<file path="src/rtl/mem_access_unit.sv">
// LEGv8 data-memory access stage: req/ack handshake for LDUR/STUR with pipeline stall and sticky faults.
// Optional alignment check enabled by defining MEM_ALIGN_CHECK_EN.
module mem_access_unit #(
    parameter int TIMEOUT_CYCLES = 16,
    parameter int WORD           = 64
) (
    input  logic            clk,
    input  logic            rst_n,
    input  logic            in_valid,
    input  logic            mem_read,
    input  logic            mem_write,
    input  logic [WORD-1:0] address,
    input  logic [WORD-1:0] write_data,
    output logic            dmem_req,
    output logic            dmem_we,
    output logic [WORD-1:0] dmem_addr,
    output logic [WORD-1:0] dmem_wdata,
    input  logic            dmem_ack,
    input  logic [WORD-1:0] dmem_rdata,
    output logic [WORD-1:0] read_data,
    output logic            done,
    output logic            stall,
    output logic            fault,
    output logic [1:0]      fault_code
);

    typedef enum logic [1:0] {
        IDLE,
        ACCESS,
        DONE,
        FAULT
    } state_t;

    state_t          state_q, state_d;
    logic [7:0]      cnt_q, cnt_d;
    logic [WORD-1:0] addr_q, addr_d;
    logic [WORD-1:0] wdata_q, wdata_d;
    logic            we_q, we_d;
    logic [WORD-1:0] read_data_q, read_data_d;
    logic [1:0]      fault_code_q, fault_code_d;

    logic idle_or_done;
    logic accept;
    logic illegal;
    logic misaligned;

    assign idle_or_done = (state_q == IDLE) || (state_q == DONE);
    assign accept       = in_valid && (mem_read != mem_write);
    assign illegal      = in_valid && mem_read && mem_write;

`ifdef MEM_ALIGN_CHECK_EN
    assign misaligned = (address[2:0] != 3'b000);
`else
    assign misaligned = 1'b0;
`endif

    always_comb begin
        state_d      = state_q;
        cnt_d        = cnt_q;
        addr_d       = addr_q;
        wdata_d      = wdata_q;
        we_d         = we_q;
        read_data_d  = read_data_q;
        fault_code_d = fault_code_q;

        case (state_q)
            IDLE, DONE: begin
                state_d = IDLE;
                // Illegal flag combination outranks the alignment fault.
                if (illegal) begin
                    state_d      = FAULT;
                    fault_code_d = 2'b11;
                end else if (accept) begin
                    if (misaligned) begin
                        state_d      = FAULT;
                        fault_code_d = 2'b10;
                    end else begin
                        state_d = ACCESS;
                        cnt_d   = 8'd0;
                        addr_d  = address;
                        wdata_d = write_data;
                        we_d    = mem_write;
                    end
                end
            end
            ACCESS: begin
                // An ack in the last allowed cycle still completes the access.
                if (dmem_ack) begin
                    state_d = DONE;
                    if (!we_q) begin
                        read_data_d = dmem_rdata;
                    end
                end else if (cnt_q == 8'(TIMEOUT_CYCLES - 1)) begin
                    state_d      = FAULT;
                    fault_code_d = 2'b01;
                end else begin
                    cnt_d = cnt_q + 8'd1;
                end
            end
            FAULT: begin
                state_d = FAULT;
            end
            default: begin
                state_d = IDLE;
            end
        endcase
    end

    always_ff @(posedge clk or negedge rst_n) begin
        if (!rst_n) begin
            state_q      <= IDLE;
            cnt_q        <= 8'd0;
            addr_q       <= '0;
            wdata_q      <= '0;
            we_q         <= 1'b0;
            read_data_q  <= '0;
            fault_code_q <= 2'b00;
        end else begin
            state_q      <= state_d;
            cnt_q        <= cnt_d;
            addr_q       <= addr_d;
            wdata_q      <= wdata_d;
            we_q         <= we_d;
            read_data_q  <= read_data_d;
            fault_code_q <= fault_code_d;
        end
    end

    assign dmem_req   = (state_q == ACCESS);
    assign dmem_we    = we_q;
    assign dmem_addr  = addr_q;
    assign dmem_wdata = wdata_q;
    assign read_data  = read_data_q;
    assign done       = (state_q == DONE);
    assign fault      = (state_q == FAULT);
    assign fault_code = fault_code_q;
    assign stall      = (state_q == ACCESS) || (state_q == FAULT) || (idle_or_done && accept);

endmodule

</file>
<file path="config.mk">
export PLATFORM = sky130hd
export DESIGN_NAME = mem_access_unit
export DESIGN_NICKNAME = d
export VERILOG_FILES = /design/src/rtl/mem_access_unit.sv
export SDC_FILE = /design/constraint.sdc
export NUM_CORES = 1
export LEC_CHECK = 0
export CORE_AREA = 2 2 156 158
export DETAILED_ROUTE_END_ITERATION = 12
export DIE_AREA = 0 0 158 160
export GPL_TIMING_DRIVEN = 0
export PLACE_DENSITY = 0.77
export SLEW_MARGIN = 20
export SYNTH_ARGS = -nofsm -noshare
export SYNTH_HDL_FRONTEND = slang
export SYNTH_SLANG_ARGS = --single-unit
</file>
<file path="constraint.sdc">
create_clock -name clk -period 2.69 [get_ports clk]
set_input_delay 0.807 -clock clk [delete_from_list [all_inputs] [get_ports clk]]
set_output_delay 0.807 -clock clk [all_outputs]
set_load 0.01 [all_outputs]
</file>
==> out/qor.txt <==
========================================================================================
Status .................................................................... complete, no violations
Crit path max fanout ......................................................            5
Fmax ......................................................................      395 MHz
WL met3 ...................................................................      2190 um
Core footprint ............................................................   23800 um^2
Final Max Slew Viols ......................................................            0
Ratio of cells with drive above 1 in the final layout .....................        28.6%
Synthesized Nets ..........................................................          679
Final Hold Fails ..........................................................            0
Remaining global-route overflow ...........................................            0
Count of hold-fix buffers inserted at cts .................................            0
Final Instance Area .......................................................   13100 um^2
Mean Syn Cell Area ........................................................    16.5 um^2
Number of clock sinks .....................................................          205
Clock network latency to the later pin of the worst-skew pair .............      0.49 ns
Worst endpoint data arrival time ..........................................      1.73 ns
Worst clock skew ..........................................................   0.00549 ns
Worst voltage drop across the vdd grid ....................................       686 uV
# H-tree levels ...........................................................            1
M1 wire length ............................................................      7810 um
Predominant post-synthesis flop cell ...................................... sky130_fd_sc_hd__dfrtp_1
Classification of the worst setup path ....................................       in2out
Initial Utilization .......................................................        33.2%
Post-Synthesis Cells ......................................................          480
Critical path launch point type ...........................................   input port
Vias per std cell .........................................................         4.51
Setup slack after layout ..................................................     0.158 ns
Pre-CTS WS ................................................................    -0.389 ns
Critical path endpoint category ...........................................  output port
Antenna diodes ............................................................            0
Endpoint required time on the critical path ...............................      1.88 ns
Asr flop ratio synth ......................................................         100%
Transition at the pin with the smallest max-transition slack ..............     0.579 ns
Fill cell instance count of the final layout ..............................         1979
Worst hold slack ..........................................................     0.272 ns
Largest net degree at the start of global routing .........................           85
Synthesis-stage register bit count ........................................          205
Via count of the first global-routing pass ................................         6225
Starting DRC count in detailed routing ....................................          144
Number of search-and-repair iterations in the first detailed-routing pass .            4
Worst hold path type ......................................................     in2async
Most used standard cells in the synthesized netlist ....................... sky130_fd_sc_hd__dfrtp_1 (205), sky130_fd_sc_hd__mux2_2 (193), sky130_fd_sc_hd__buf_6 (15)
Number of antenna violations at the first check in global routing .........            0
Final instance count without filler cells .................................         1242
Post-synth top area share .................................................        64.9%
Width of the die ..........................................................       158 um
Finished Core Util ........................................................        55.0%
Part of the cycle the worst path needs ....................................        94.1%
Floorplan die height ......................................................       160 um
Cell count after placement ................................................         1201
PnR Total Power ...........................................................      15.2 mW
Number of standard-cell rows in the floorplan .............................           57
Max Buffers Root-to-Sink ..................................................            3
Worst relative slew slack .................................................        61.3%
Clock tree root driver cell ............................................... sky130_fd_sc_hd__clkbuf_16
Post-synthesis cell area ..................................................    7900 um^2
R2r worst-path depth ......................................................            6
Ranking of synthesized cells by area ...................................... sky130_fd_sc_hd__dfrtp_1 (65%), sky130_fd_sc_hd__mux2_2 (28%), sky130_fd_sc_hd__buf_6 (2.1%)
Top Layer Used ............................................................         met4
Power per cell area ....................................................... 1160 nW/um^2
Layout Nets ...............................................................         1101
Residual DRC ..............................................................            0
Wire length of the first global-routing pass ..............................     33000 um
Synth warn ................................................................            0
EDFF count, synth .........................................................            0
Final count of negative-setup-slack endpoints .............................            0
Detailed-route via count ..................................................         5604
Final min period ..........................................................      2.53 ns
Count of max-cap constraint violations ....................................            0
Clock slew at the register clock pins of the worst setup and hold paths ...      0.06 ns
Detailed route wirelength on metal2 .......................................     10600 um
Clock tree from TritonCTS .................................................        built
Top-count cell post-synth ................................................. sky130_fd_sc_hd__dfrtp_1
Area post-placement .......................................................   12300 um^2
Library cell occupying the most area in the post-synthesis netlist ........ sky130_fd_sc_hd__dfrtp_1
Top-level port count ......................................................          397
Port buffer count .........................................................          395
RSZ-0062 raised after global routing ......................................        false
Number of buffers created by CTS ..........................................           23
Post-DR wirelength/cell ...................................................      16.9 um
Total routed wirelength ...................................................     21000 um
Static power due to leakage ...............................................      5.47 nW
Final HPWL from detailed placement ........................................     15900 um
Total routing usage reported by global routing ............................        16.4%
Aggregate negative setup slack ............................................         0 ns
Die Area ..................................................................   25300 um^2
Unique cell type count in the Yosys netlist ...............................           36
Sequential area share after synthesis .....................................        64.9%
Post-route ant nets .......................................................            0
Routability congestion estimate from global placement .....................        0.744
Area overhead of the layout relative to synthesis .........................        66.0%
========================================================================================
## timing repair
item,in CTS,in global routing
setup endpoints to repair,2,1
gates resized for setup,5,1
endpoints found under the hold margin,0,0
pin swaps,0,1
gates cloned,0,0
buffers inserted,0,0
## flip-flops by register name (all words and copies together), names as in the netlist
name        flops
read_data      64
cnt_q           8
dmem_we         1
dmem_addr      64
fault_code      2
dmem_wdata     64
state_q         2
## layout by cell type, fill, tap and decap left out, drive strengths merged, types with 2 or more instances in the layout
cell type / synthesis / layout
xor2: 2 / 2
nor2: 4 / 4
bufinv: 0 / 3
buf: 24 / 27
o21ai: 4 / 4
nand3: 3 / 3
and3: 3 / 3
a211o: 3 / 3
nor3: 3 / 3
inv: 2 / 3
dfrtp: 205 / 205
mux2: 193 / 193
a21o: 2 / 2
dlygate4sd2: 0 / 2
clkdlybuf4s50: 0 / 390
clkbuf: 1 / 32
a21oi: 3 / 3
a22o: 2 / 2
nand2: 8 / 8
clkinv: 0 / 6
a31oi: 2 / 2
## where the power goes
| part | internal (mW) | switching [mW] | leakage [nW] |
|---|---|---|---|
| logic | 4.19 | 2.32 | 2.61 |
| clock network | 2.00 | 1.22 | 0.395 |
| registers | 4.63 | 0.843 | 2.46 |
## metal layers
| metal | up-vias | track usage, % |
|---|---|---|
| li1 | 2555 | - |
| met4 | 0 | 4.30 |
| met5 | - | 0 |
| met1 | 2749 | 18.4 |
| met3 | 37 | 5.54 |
| met2 | 263 | 29.4 |
## cell type report
class                           count  area, um^2  area share, %
Timing Repair Buffer              397        4020           30.6
Clock buffer                       31         656           5.00
Sequential cell                   205        5130           39.1
Tap cell                          324         405           3.09
Buffer                             25         220           1.68
Multi-Input combinational cell    248        2540           19.4
Clock inverter                     10         135           1.03
Inverter                            2        7.51         0.0573
## logic make-up after synthesis
| logic type | synth area share, % |
|---|---|
| adder cells (fa/ha/maj) | 0.158 |
| AO/OA/AOI/OAI | 2.09 |
| AND/OR/NAND/NOR | 2.07 |
| flip-flops | 64.9 |
| XOR/XNOR | 0.222 |
| buffers and inverters | 2.88 |
| multiplexers | 27.6 |
## worst paths after layout
path / startpoint / endpoint / slack [ns]
max in group asynchronous: rst_n / dmem_wdata[35] / 1.61
hold reg to reg: fault_code[0] / fault_code[0] / 0.48
hold / removal: rst_n / read_data[15] / 0.27
setup / recovery: in_valid / stall / 0.16
setup reg to reg: cnt_q[0] / cnt_q[3] / 0.66
min in group clk: fault_code[0] / fault_code[0] / 0.48
## critical path, cell delays in order
cell	delay, ns
sky130_fd_sc_hd__clkdlybuf4s50_1	0.53
sky130_fd_sc_hd__nand2_1	0.09
sky130_fd_sc_hd__nand2_1	0.07
sky130_fd_sc_hd__clkdlybuf4s15_2	0.23
Note: power is estimated with default switching activity, not from simulation.
